===== config.mk =====
export PLATFORM = sky130hd
export DESIGN_NAME = vga_scan_ctrl
export DESIGN_NICKNAME = d
export VERILOG_FILES = /design/src/rtl/vga_pkg.sv /design/src/rtl/vga_counter.sv /design/src/rtl/vga_scan_ctrl.sv
export SDC_FILE = /design/constraint.sdc
export NUM_CORES = 1
export LEC_CHECK = 0
export ABC_AREA = 1
export CAP_MARGIN = 20
export CORE_MARGIN = 1
export CORE_UTILIZATION = 58
export CTS_CLUSTER_DIAMETER = 120
export CTS_CLUSTER_SIZE = 8
export DETAILED_ROUTE_END_ITERATION = 10
export HOLD_SLACK_MARGIN = 0.02
export PLACE_DENSITY = 0.86
export SLEW_MARGIN = 20
export SYNTH_ARGS = -nofsm -noshare
export SYNTH_HDL_FRONTEND = slang
export SYNTH_HIERARCHICAL = 1
export SYNTH_SLANG_ARGS = --single-unit

===== constraint.sdc =====
create_clock -name clk -period 3.54 [get_ports clk]
set_input_delay 0.708 -clock clk [delete_from_list [all_inputs] [get_ports clk]]
set_output_delay 0.708 -clock clk [all_outputs]
set_load 0.01 [all_outputs]

===== src/rtl/vga_pkg.sv =====
// Shared timing defaults and pattern-sequencer types for the 640x480@60 test display.
package vga_pkg;

  localparam int unsigned VGA_HTOTAL  = 800;
  localparam int unsigned VGA_VTOTAL  = 521;
  localparam int unsigned VGA_HPULSE  = 96;
  localparam int unsigned VGA_VPULSE  = 2;
  localparam int unsigned VGA_HBP     = 144;
  localparam int unsigned VGA_HFP     = 784;
  localparam int unsigned VGA_VBP     = 31;
  localparam int unsigned VGA_VFP     = 511;

  localparam int unsigned VGA_NUM_PATTERNS       = 4;
  localparam int unsigned VGA_PSEL_W             = 2;
  localparam int unsigned VGA_FRAMES_PER_PATTERN = 120;

  // STEADY: no advance outstanding; PENDING: one advance waits for the next frame boundary.
  typedef enum logic {
    STEADY  = 1'b0,
    PENDING = 1'b1
  } pat_state_e;

endpackage


===== src/rtl/vga_counter.sv =====
// Raster counters (hc/vc) with registered sync/active decode and frame boundary detection.
module vga_counter
  import vga_pkg::*;
#(
  parameter int unsigned HTOTAL = VGA_HTOTAL,
  parameter int unsigned VTOTAL = VGA_VTOTAL,
  parameter int unsigned HPULSE = VGA_HPULSE,
  parameter int unsigned VPULSE = VGA_VPULSE,
  parameter int unsigned HBP    = VGA_HBP,
  parameter int unsigned HFP    = VGA_HFP,
  parameter int unsigned VBP    = VGA_VBP,
  parameter int unsigned VFP    = VGA_VFP
) (
  input  logic       clk,
  input  logic       rst_n,
  input  logic       pix_en,
  output logic [9:0] hc,
  output logic [9:0] vc,
  output logic       hsync,
  output logic       vsync,
  output logic       active,
  output logic       frame_start,
  output logic       frame_step
);

  localparam logic [9:0] H_LAST  = 10'(HTOTAL - 1);
  localparam logic [9:0] V_LAST  = 10'(VTOTAL - 1);
  localparam logic [9:0] H_PULSE = 10'(HPULSE);
  localparam logic [9:0] V_PULSE = 10'(VPULSE);
  localparam logic [9:0] H_BP    = 10'(HBP);
  localparam logic [9:0] H_FP    = 10'(HFP);
  localparam logic [9:0] V_BP    = 10'(VBP);
  localparam logic [9:0] V_FP    = 10'(VFP);

  logic [9:0] hc_next;
  logic [9:0] vc_next;
  logic       h_wrap;
  logic       v_last;

  // Next raster position and the step that wraps the frame back to 0/0.
  always_comb begin
    h_wrap     = (hc == H_LAST);
    v_last     = (vc == V_LAST);
    hc_next    = h_wrap ? '0 : hc + 10'd1;
    vc_next    = vc;
    if (h_wrap) begin
      vc_next = v_last ? '0 : vc + 10'd1;
    end
    frame_step = pix_en && h_wrap && v_last;
  end

  // Counters and decode are updated together from the next-count values, so
  // sync/active always describe the hc/vc currently on the outputs.
  always_ff @(posedge clk or negedge rst_n) begin
    if (!rst_n) begin
      hc          <= '0;
      vc          <= '0;
      hsync       <= 1'b0;
      vsync       <= 1'b0;
      active      <= 1'b0;
      frame_start <= 1'b0;
    end else begin
      frame_start <= frame_step;
      if (pix_en) begin
        hc     <= hc_next;
        vc     <= vc_next;
        hsync  <= !(hc_next < H_PULSE);
        vsync  <= !(vc_next < V_PULSE);
        active <= (hc_next >= H_BP) && (hc_next < H_FP) &&
                  (vc_next >= V_BP) && (vc_next < V_FP);
      end
    end
  end

endmodule


===== src/rtl/vga_scan_ctrl.sv =====
// Scan and pattern sequencer: raster timing plus tear-free pattern selection.
// Optional macro VGA_AUTO_CYCLE_EN: auto-advance the pattern every
// FRAMES_PER_PATTERN frames when no manual advance is pending.
module vga_scan_ctrl
  import vga_pkg::*;
#(
  parameter int unsigned HTOTAL             = VGA_HTOTAL,
  parameter int unsigned VTOTAL             = VGA_VTOTAL,
  parameter int unsigned HPULSE             = VGA_HPULSE,
  parameter int unsigned VPULSE             = VGA_VPULSE,
  parameter int unsigned HBP                = VGA_HBP,
  parameter int unsigned HFP                = VGA_HFP,
  parameter int unsigned VBP                = VGA_VBP,
  parameter int unsigned VFP                = VGA_VFP,
  parameter int unsigned NUM_PATTERNS       = VGA_NUM_PATTERNS,
  parameter int unsigned PSEL_W             = VGA_PSEL_W,
  parameter int unsigned FRAMES_PER_PATTERN = VGA_FRAMES_PER_PATTERN
) (
  input  logic              clk,
  input  logic              rst_n,
  input  logic              pix_en,
  input  logic              adv_req,
  output logic              adv_ack,
  output logic [9:0]        hc,
  output logic [9:0]        vc,
  output logic              hsync,
  output logic              vsync,
  output logic              active,
  output logic              frame_start,
  output logic [PSEL_W-1:0] pattern_sel
);

  localparam logic [PSEL_W-1:0] PSEL_LAST = PSEL_W'(NUM_PATTERNS - 1);

  logic              frame_step;
  pat_state_e        state;
  pat_state_e        state_d;
  logic [PSEL_W-1:0] psel_d;
  logic              ack_d;
  logic              bump;

  vga_counter #(
    .HTOTAL (HTOTAL),
    .VTOTAL (VTOTAL),
    .HPULSE (HPULSE),
    .VPULSE (VPULSE),
    .HBP    (HBP),
    .HFP    (HFP),
    .VBP    (VBP),
    .VFP    (VFP)
  ) u_counter (
    .clk         (clk),
    .rst_n       (rst_n),
    .pix_en      (pix_en),
    .hc          (hc),
    .vc          (vc),
    .hsync       (hsync),
    .vsync       (vsync),
    .active      (active),
    .frame_start (frame_start),
    .frame_step  (frame_step)
  );

`ifdef VGA_AUTO_CYCLE_EN
  localparam int unsigned   FC_W    = $clog2(FRAMES_PER_PATTERN + 1);
  localparam logic [FC_W-1:0] FC_LAST = FC_W'(FRAMES_PER_PATTERN - 1);
  localparam logic [FC_W-1:0] FC_MAX  = '1;

  logic [FC_W-1:0] fcnt;
  logic [FC_W-1:0] fcnt_d;
`else
  logic unused_fpp;
  assign unused_fpp = (FRAMES_PER_PATTERN != 0);
`endif

  // Pattern FSM next state: advances are only ever applied on the frame-boundary step.
  // A request coinciding with the boundary step is held for the following boundary.
  always_comb begin
    state_d = state;
    psel_d  = pattern_sel;
    ack_d   = 1'b0;
    bump    = 1'b0;
`ifdef VGA_AUTO_CYCLE_EN
    fcnt_d  = fcnt;
`endif
    if (frame_step) begin
      if (state == PENDING) begin
        bump   = 1'b1;
        ack_d  = 1'b1;
`ifdef VGA_AUTO_CYCLE_EN
        fcnt_d = '0;
`endif
      end else begin
`ifdef VGA_AUTO_CYCLE_EN
        if (fcnt == FC_LAST) begin
          bump   = 1'b1;
          fcnt_d = '0;
        end else if (fcnt != FC_MAX) begin
          fcnt_d = fcnt + 1'b1;
        end
`endif
      end
      state_d = adv_req ? PENDING : STEADY;
    end else if (adv_req) begin
      state_d = PENDING;
    end
    if (bump) begin
      psel_d = (pattern_sel == PSEL_LAST) ? '0 : pattern_sel + 1'b1;
    end
  end

  // Pattern FSM state register.
  always_ff @(posedge clk or negedge rst_n) begin
    if (!rst_n) begin
      state       <= STEADY;
      pattern_sel <= '0;
      adv_ack     <= 1'b0;
    end else begin
      state       <= state_d;
      pattern_sel <= psel_d;
      adv_ack     <= ack_d;
    end
  end

`ifdef VGA_AUTO_CYCLE_EN
  // Frames shown since the last pattern change.
  always_ff @(posedge clk or negedge rst_n) begin
    if (!rst_n) begin
      fcnt <= '0;
    end else begin
      fcnt <= fcnt_d;
    end
  end
`endif

endmodule

==> results.yml, run 1 <==
run_status:
  run_status: "complete, no violations"
sta:
  setup_viol: 0
  fin_ws_ns: 1.33
  finalCriticalPeriod_ns: 2.21
  tightest_slew_ns: 0.477
  finalHoldViolations: 0
  finalClockSkew_ns: 0.0118
  period_share_pct: 62.6
  slew_headroom_pct: 68.1
  max_freq_mhz: 452
  rsz0062_at_grt: "no"
  hold_ws_ns: 0.524
  maxSlewViolCount: 0
  tns_ns: 0
logic_synthesis:
  async_flop_share_pct: 100
  synth-seq-cells: 28
  synth_nets: 299
  synth_cell_types: 28
  post-synth-top-area-fraction_pct: 36.2
  synth-main-ff-cell: "dfrtp_1"
  synthCells: 290
  synth_edf_count: 0
  avgSynthCellArea_sq_um: 6.67
  synth-compound-area-share_pct: 8.61
  synth_area_leaders: "dfrtp_1 36%, nand2_1 18%, nand3_1 7.2%"
  muxShareOfSynthArea_pct: 0
  ys_warn_count: 6
  synthXorXnorAreaFrac_pct: 1.36
  syn-cell-area_sq_um: 1930
  synth_top_family_by_area: "simple AND/OR/NAND/NOR gates"
  synth-simple-area-share_pct: 41.4
  yosysTopAreaCell: "dfrtp_1"
  synth-seq-area-share_pct: 36.2
  synthAdderAreaFrac_pct: 3.24
  post-synth-top-count-cell: "nand2_1"
  synth_top_cells_by_count: "95 x nand2_1, 34 x inv_1, 31 x nor2_1, 28 x dfrtp_1, 28 x nand3_1"
floorplanning:
  coreArea_sq_um: 3100
  dieHeight_um: 59.7
  die-area_sq_um: 3570
  ios: 31
  initial_utilization_pct: 62.3
  die_w_um: 59.7
  rows: 20
clocking:
  clock_tree.buffer_depth: 2
  cts_setup_buffers: 0
  worstSkewPairLatency_ns: 0.34
  cts-htree-levels: 1
  numCtsBuffers: 3
  cts_resized: 0
  hold_buffers: 0
  cts_tree: "built"
  clk_pin_slew_ns: 0.16
  cts_root_buf: "clkbuf_4"
  cts_sinks: 28
setup_path:
  cp_data_required_time_ns: 2.83
  end_kind: "output pin"
  slowest_stage: "clkdlybuf4s50_1"
  ff2ff_path_depth: 10
  slowest_delay_ns: 0.61
  setup.worst_path.start: "u_counter/hc[7]"
  rr_endpoint: "u_counter/active"
  reg2reg_from: "u_counter/hc[1]"
  startpoint_type: "flip-flop"
  cp_top_family: "buffers and inverters"
  r2r_slack_ns: 1.46
  path_cells: "clkdlybuf4s50_1"
  crit_fanout: 9
  cp_data_arrival_time_ns: 1.51
  crit_buf_inv: 1
  criticalPathCategory: "reg2out"
finish:
  drive_gt1_share_pct: 7.21
  syn2layout_area_growth_pct: 20.1
  diodes: 0
  design_area_sq_um: 2320
  final_cell_count_no_fill: 363
  nNetsFinal: 329
  postLayoutCoreUtil_pct: 74.8
detailed_routing:
  viasPerCell: 5.41
  totalWireLength_um: 4600
  route.detailed.drc: 0
  vias: 1964
  antenna_left: 0
  wire_per_inst_um: 12.7
  drt-pass1-iter-count: 5
  drt_iter0_drc: 189
placement:
  place_area_sq_um: 2270
  dp_cells: 359
  finalWeightedCongestion: 0.904
  pre_cts_ws_ns: 1.23
  numPortBuffers: 30
  dp_hpwl_um: 3420
power_and_ir_drop:
  peakVddDrop_v: 0.000311
  p_leak_nw: 1.12
  power_density_nw_per_um2: 502
  power_mw: 1.17
min_path:
  hold_class: "reg2reg"
  min-delay-start: "u_counter/active"
  min_delay_path_depth: 2
  whs_endpoint: "u_counter/active"
global_route:
  grt_max_degree: 29
  first_global_vias: 1835
  grt_pass1_wl_um: 7670
  globalRouteOverflowTotal: 0
  antenna_found_initial: 0
  grtUsageTotal_pct: 28.6
job:
  drv_cap: 0
[report_power, final]
part,switching [mW],internal [mW]
registers,0.105,0.379
clock network,0.0989,0.115
logic,0.255,0.213
total,0.459,0.707
[final cells by class]
class,count,area (sq um)
clock buffers,3,22.5
clock inverters,1,30.0
fillers,271,782
inverters,38,143
multi-input cells,217,1050
flip-flops and latches,28,701
well taps,44,55.1
repair buffers,32,315
[worst max path at each step]
stage                           to  cells past startpoint
finish                       hc[7]                      1
global route                 hc[7]                      1
CTS                          hc[7]                      1
detailed placement  pattern_sel[1]                      8
global placement    pattern_sel[1]                      7
floorplan           pattern_sel[1]                      9
[state kept, by name, indices dropped and copies added (netlist names)]
name	count
adv_ack	1
pattern_sel	2
state	1
u_counter/active	1
u_counter/frame_start	1
u_counter/hc	10
u_counter/hsync	1
u_counter/vc	10
u_counter/vsync	1
[cell families after synthesis]
family,Yosys count
fa+ha+maj,5
compound gates,30
simple gates,179
buf+inv,45
xor+xnor,3
flops,28
[layer usage]
| layer | wire length (um) | track usage [%] | vias to the layer above |
|---|---|---|---|
| met5 | 0 | 0 | - |
| met4 | 49 | 8.64 | 0 |
| met3 | 295 | 3.03 | 6 |
| met2 | 2220 | 50.0 | 89 |
| met1 | 2030 | 37.1 | 896 |
| li1 | - | - | 973 |
[placed cells by master, fill, tap and decap left out]
| cell type | n |
|---|---|
| a21boi_1 | 1 |
| a21oi_1 | 3 |
| and2_4 | 1 |
| buf_4 | 2 |
| bufinv_16 | 1 |
| clkbuf_4 | 3 |
| clkdlybuf4s50_1 | 30 |
| clkinv_1 | 2 |
| dfrtp_1 | 28 |
| ha_1 | 5 |
| inv_1 | 34 |
| inv_2 | 2 |
| nand2_1 | 95 |
| nand2_2 | 4 |
| nand3_1 | 28 |
| nand3_2 | 2 |
| nand4_1 | 9 |
| nand4_2 | 1 |
| nor2_1 | 31 |
| nor2_2 | 3 |
| nor2_4 | 3 |
| nor3_1 | 1 |
| o21ai_0 | 20 |
| o21ai_1 | 2 |
| o21ai_2 | 1 |
| o21bai_1 | 2 |
| o32a_1 | 1 |
| or2_0 | 1 |
| xor2_1 | 3 |
Power figures use the tool's default switching activity.
==> run 2: changes to the inputs <==
--- a/config.mk
+++ b/config.mk
@@ -8,12 +8,12 @@
 export ABC_AREA = 1
 export CAP_MARGIN = 20
 export CORE_MARGIN = 1
-export CORE_UTILIZATION = 58
+export CORE_UTILIZATION = 48
 export CTS_CLUSTER_DIAMETER = 120
 export CTS_CLUSTER_SIZE = 8
 export DETAILED_ROUTE_END_ITERATION = 10
 export HOLD_SLACK_MARGIN = 0.02
-export PLACE_DENSITY = 0.86
+export PLACE_DENSITY = 0.76
 export SLEW_MARGIN = 20
 export SYNTH_ARGS = -nofsm -noshare
 export SYNTH_HDL_FRONTEND = slang
==> constraint.sdc (replaced) <==
create_clock -name clk -period 1.91 [get_ports clk]
set_input_delay 0.382 -clock clk [delete_from_list [all_inputs] [get_ports clk]]
set_output_delay 0.382 -clock clk [all_outputs]
set_load 0.01 [all_outputs]
==> results.yml, run 2 (synthesis gave the netlist of run 1 again) <==
power_and_ir_drop:
  p_leak_nw: 1.27
  power_density_nw_per_um2: 887
  peakVddDrop_v: 0.000507
clocking:
  cts_tree: "built"
  clock_tree.buffer_depth: 2
  hold_buffers: 0
  cts-htree-levels: 1
  clk_pin_slew_ns: 0.10
  cts_sinks: 28
  cts_root_buf: "clkbuf_8"
  worstSkewPairLatency_ns: 0.28
  numCtsBuffers: 3
sta:
  maxSlewViolCount: 0
  rsz0062_at_grt: "yes"
  period_share_pct: 101
  slew_headroom_pct: 76.0
  finalClockSkew_ns: 0.00151
  finalHoldViolations: 0
  tightest_slew_ns: 0.358
  finalCriticalPeriod_ns: 1.94
  fin_ws_ns: -0.0281
  max_freq_mhz: 516
  setup_viol: 1
detailed_routing:
  drt-pass1-iter-count: 5
  drt_iter0_drc: 193
  totalWireLength_um: 5230
  antenna_left: 0
  wire_per_inst_um: 13.3
  viasPerCell: 5.32
  route.detailed.drc: 0
  vias: 2096
finish:
  postLayoutCoreUtil_pct: 69.0
  nNetsFinal: 356
  syn2layout_area_growth_pct: 34.7
  drive_gt1_share_pct: 18.8
  final_cell_count_no_fill: 394
  diodes: 0
  reg_top3: "u_counter/hc (10), u_counter/vc (10), pattern_sel (2)"
  nFillCells: 341
  final_common_cell: "nand2_1"
  final_cell_mix: "86 x nand2_1, 34 x inv_1, 30 x nor2_1, 30 x clkdlybuf4s50_1, 28 x dfrtp_1"
setup_path:
  reg2reg_from: "u_counter/hc[1]"
  end_kind: "flip-flop"
  crit_fanout: 7
  cp_data_arrival_time_ns: 2.15
  setup.worst_path.start: "u_counter/hc[1]"
  startpoint_type: "flip-flop"
  rr_endpoint: "u_counter/active"
  cp_data_required_time_ns: 2.13
  r2r_slack_ns: -0.03
  ff2ff_path_depth: 14
  criticalPathCategory: "reg2reg"
placement:
  dp_cells: 384
  numPortBuffers: 30
  finalWeightedCongestion: 0.975
  dp_hpwl_um: 3800
global_route:
  antenna_found_initial: 0
  grtUsageTotal_pct: 25.4
  first_global_vias: 1869
  grt_pass1_wl_um: 8310
  grt_max_degree: 29
  globalRouteOverflowTotal: 0
run_status:
  run_status: "complete, but fails checks"
  failed_checks: "setup timing"
min_path:
  hold_class: "in2async"
floorplanning:
  ios: 31
  initial_utilization_pct: 51.3
  coreArea_sq_um: 3770
  dieHeight_um: 65.5
  die_w_um: 65.5
  rows: 22
  die-area_sq_um: 4290
job:
  drv_cap: 0
run 2: worst max-delay path: stages, from the launching register on:
cell and delay, ns:
dfrtp_1 0.37, ha_2 0.20, nand2_2 0.06, buf_6 0.12
nor2_4 0.24, inv_2 0.10, nor2_4 0.15, nand3_2 0.09
nand2_2 0.12, nand2_2 0.05, nor2_1 0.10, nand2_1 0.06
nand2_1 0.07, nor2_2 0.04, o21ai_2 0.10
run 2: metrics by stage:
step	total power [mW]	cell area [sq um]	hold WS, ns	setup slack (ns)	TNS, ns
CTS	2.23	2490	0.487	0.00997	0
finish	2.31	2600	0.468	-0.0281	-0.0281
global placement	1.83	2430	0.471	0.0132	0
global route	2.48	2600	0.507	-0.170	-0.624
detailed placement	1.85	2430	0.492	-0.0237	-0.0237
floorplan	1.40	1930	0.0864	0.161	0
run 2: metal layers:
layer  GRT usage [%]  vias up  share of wire, %
li1                -     1037                 -
met1            35.1      972                45
met2            42.0       81                48
met3            2.78        6               5.9
met4            6.79        0              0.88
met5               0        -                 0
run 2: area by class of cell:
class,instances,area [sq um],share of cell area (%)
tap,48,60.1,2.31
timing repair buffer,59,529,20.3
multi-input combinational,217,1120,42.9
clock buffer,4,55.1,2.11
inverter,38,143,5.48
sequential,28,701,26.9
run 2: timing repair:
action,CTS,global route
resized for setup,0,22
pin swaps,1,10
endpoints found under the setup margin,1,5
buffers inserted,1,5
endpoints found under the hold margin,0,0
run 2: worst max path at each step:
| stage | end | slack [ns] | depth (start not counted) |
|---|---|---|---|
| after detailed placement | u_counter/active | -0.02 | 11 |
| after global placement | u_counter/active | 0.01 | 11 |
| after floorplan | u_counter/vsync | 0.16 | 10 |
| final | u_counter/active | -0.03 | 14 |
| after global routing | u_counter/active | -0.17 | 14 |
| after CTS | u_counter/active | 0.01 | 11 |
run 2: where the power goes:
group          switching, mW  internal [mW]
sequential             0.143          0.704
clock                  0.200          0.185
combinational          0.578          0.500
==> run 3: changes to the inputs <==
--- a/config.mk
+++ b/config.mk
@@ -7,15 +7,16 @@
 export LEC_CHECK = 0
 export ABC_AREA = 1
 export CAP_MARGIN = 20
+export CELL_PAD_IN_SITES_DETAIL_PLACEMENT = 0
+export CELL_PAD_IN_SITES_GLOBAL_PLACEMENT = 1
 export CORE_MARGIN = 1
-export CORE_UTILIZATION = 48
+export CORE_UTILIZATION = 35
 export CTS_CLUSTER_DIAMETER = 120
 export CTS_CLUSTER_SIZE = 8
 export DETAILED_ROUTE_END_ITERATION = 10
 export HOLD_SLACK_MARGIN = 0.02
-export PLACE_DENSITY = 0.76
+export PLACE_DENSITY_LB_ADDON = 0.1
 export SLEW_MARGIN = 20
 export SYNTH_ARGS = -nofsm -noshare
 export SYNTH_HDL_FRONTEND = slang
-export SYNTH_HIERARCHICAL = 1
 export SYNTH_SLANG_ARGS = --single-unit
==> results.yml, run 3 <==
run_status:
  run_status: "complete, no violations"
finish:
  nNetsFinal: 318
  final_common_cell: "nand2_1"
  postLayoutCoreUtil_pct: 47.9
  final_cell_count_no_fill: 377
  register_area_sq_um: 702
  diodes: 0
  reg_top3: "u_counter.hc (10), u_counter.vc (10), pattern_sel (2)"
  drive_gt1_share_pct: 16.3
  final_cell_mix: "73 x nand2_1, 30 x inv_1, 30 x clkdlybuf4s50_1, 27 x dfrtp_1"
  multi_input_area_sq_um: 1080
  syn2layout_area_growth_pct: 29.6
  nFillCells: 542
logic_synthesis:
  yosysTopAreaCell: "dfrtp_1"
  synthCells: 262
  synth-seq-cells: 28
  synth_cell_types: 31
  synth_edf_count: 0
  avgSynthCellArea_sq_um: 7.30
  post-synth-top-area-fraction_pct: 36.6
  synth-seq-area-share_pct: 36.6
  async_flop_share_pct: 100
  syn-cell-area_sq_um: 1910
  ys_warn_count: 0
  post-synth-top-count-cell: "nand2_1"
  synth_top_cells_by_count: "73 x nand2_1, 30 x inv_1, 28 x dfrtp_1, 27 x nor2_1, 26 x nand3_1"
  synth_nets: 271
  synth-main-ff-cell: "dfrtp_1"
  synth_area_leaders: "dfrtp_1 37%, nand2_1 14%, nand3_1 6.8%"
sta:
  slew_headroom_pct: 74.3
  maxSlewViolCount: 0
  max_freq_mhz: 553
  finalHoldViolations: 0
  finalCriticalPeriod_ns: 1.81
  fin_ws_ns: 0.102
  tightest_slew_ns: 0.386
  period_share_pct: 94.7
  hold_ws_ns: 0.490
  finalClockSkew_ns: 0.00668
  setup_viol: 0
floorplanning:
  initial_utilization_pct: 37.0
  ios: 31
  die_w_um: 75.9
  dieHeight_um: 75.9
  rows: 26
  coreArea_sq_um: 5170
  die-area_sq_um: 5770
detailed_routing:
  wire_per_inst_um: 13.5
  viasPerCell: 4.86
  drt-pass1-iter-count: 4
  antenna_left: 0
  totalWireLength_um: 5090
  vias: 1833
  route.detailed.drc: 0
  drt_iter0_drc: 100
global_route:
  antenna_found_initial: 0
  grt_pass1_wl_um: 8650
  grtUsageTotal_pct: 18.8
  grt_max_degree: 29
  globalRouteOverflowTotal: 0
  first_global_vias: 1748
setup_path:
  crit_buf_inv: 1
  startpoint_type: "flip-flop"
  end_kind: "output pin"
  r2r_slack_ns: 0.15
  slowest_stage: "clkdlybuf4s50_1"
  slowest_delay_ns: 0.61
  cp_data_arrival_time_ns: 1.43
  crit_fanout: 7
  setup.worst_path.start: "u_counter.hc[8]"
  cp_data_required_time_ns: 1.53
  path_cells: "clkdlybuf4s50_1"
  cp_top_family: "buffers and inverters"
  criticalPathCategory: "reg2out"
  path_depth: 1
  endpoint: "hc[8]"
  rr_endpoint: "u_counter.active"
  reg2reg_from: "u_counter.hc[1]"
  ff2ff_path_depth: 13
clocking:
  clk_pin_slew_ns: 0.10
  cts_root_buf: "clkbuf_8"
  hold_buffers: 0
  numCtsBuffers: 3
  clock_tree.buffer_depth: 2
  worstSkewPairLatency_ns: 0.28
  cts-htree-levels: 1
  cts_tree: "built"
  cts_sinks: 28
job:
  drv_cap: 0
power_and_ir_drop:
  power_density_nw_per_um2: 846
  peakVddDrop_v: 0.000469
  power_mw: 2.10
  p_leak_nw: 1.23
placement:
  numPortBuffers: 30
  dp_cells: 372
  dp_hpwl_um: 3820
  finalWeightedCongestion: 0.822
  pre_cts_ws_ns: 0.0394
min_path:
  hold_class: "in2async"
run 3: routing by layer:
| layer | up-vias | part of all wire, % | track usage [%] |
|---|---|---|---|
| met5 | - | 0 | 0 |
| met2 | 31 | 47 | 29.9 |
| met1 | 861 | 50 | 27.4 |
| li1 | 939 | - | - |
| met3 | 2 | 2.8 | 2.05 |
| met4 | 0 | 0.57 | 4.04 |
run 3: worst min-delay path by stage:
stage	start	endpoint	slack, ns
after global placement	u_counter.active	u_counter.active	0.51
final	rst_n	u_counter.vc[5]	0.49
after CTS	rst_n	u_counter.vc[8]	0.51
after global routing	rst_n	u_counter.hc[2]	0.53
after detailed placement	u_counter.active	u_counter.active	0.50
after floorplan	rst_n	adv_ack	0.09
run 3: layout make-up:
cell class	instances	share of cell area, %
clock buffers	3	1.67
inverters	32	4.85
multi-input cells	196	43.6
flip-flops and latches	28	28.3
well taps	70	3.53
repair buffers	48	18.1
run 3: timing repair:
item,4_1_cts,5_1_grt
endpoints found under the hold margin,0,0
setup endpoints to repair,0,4
resized for setup,0,5
buffers inserted,0,1
run 3: cells by family (layout without fill, tap and decap cells):
kind of cell	Yosys count	after routing	share of synthesized area, %
AO/OA/AOI/OAI	27	27	7.91
XOR/XNOR	5	5	2.29
adder cells (fa/ha/maj)	5	5	3.27
buffers and inverters	39	83	8.50
flip-flops	28	28	36.6
multiplexers	1	1	0.589
AND/OR/NAND/NOR	157	158	40.8
run 3: through the flow:
| stage | TNS (ns) | instance area [sq um] |
|---|---|---|
| 6_report | 0 | 2480 |
| 5_1_grt | -0.00982 | 2480 |
| 4_1_cts | 0 | 2430 |
| 3_5_place_dp | 0 | 2390 |
| 3_3_place_gp | 0 | 2390 |
| 2_1_floorplan | 0 | 1910 |
run 3: power breakdown:
group | leakage [nW] | switching (mW) | internal (mW) | total (mW)
Sequential | 0.336 | 0.143 | 0.697 | 0.840
Clock | 0.0216 | 0.191 | 0.142 | 0.333
Combinational | 0.872 | 0.491 | 0.433 | 0.924
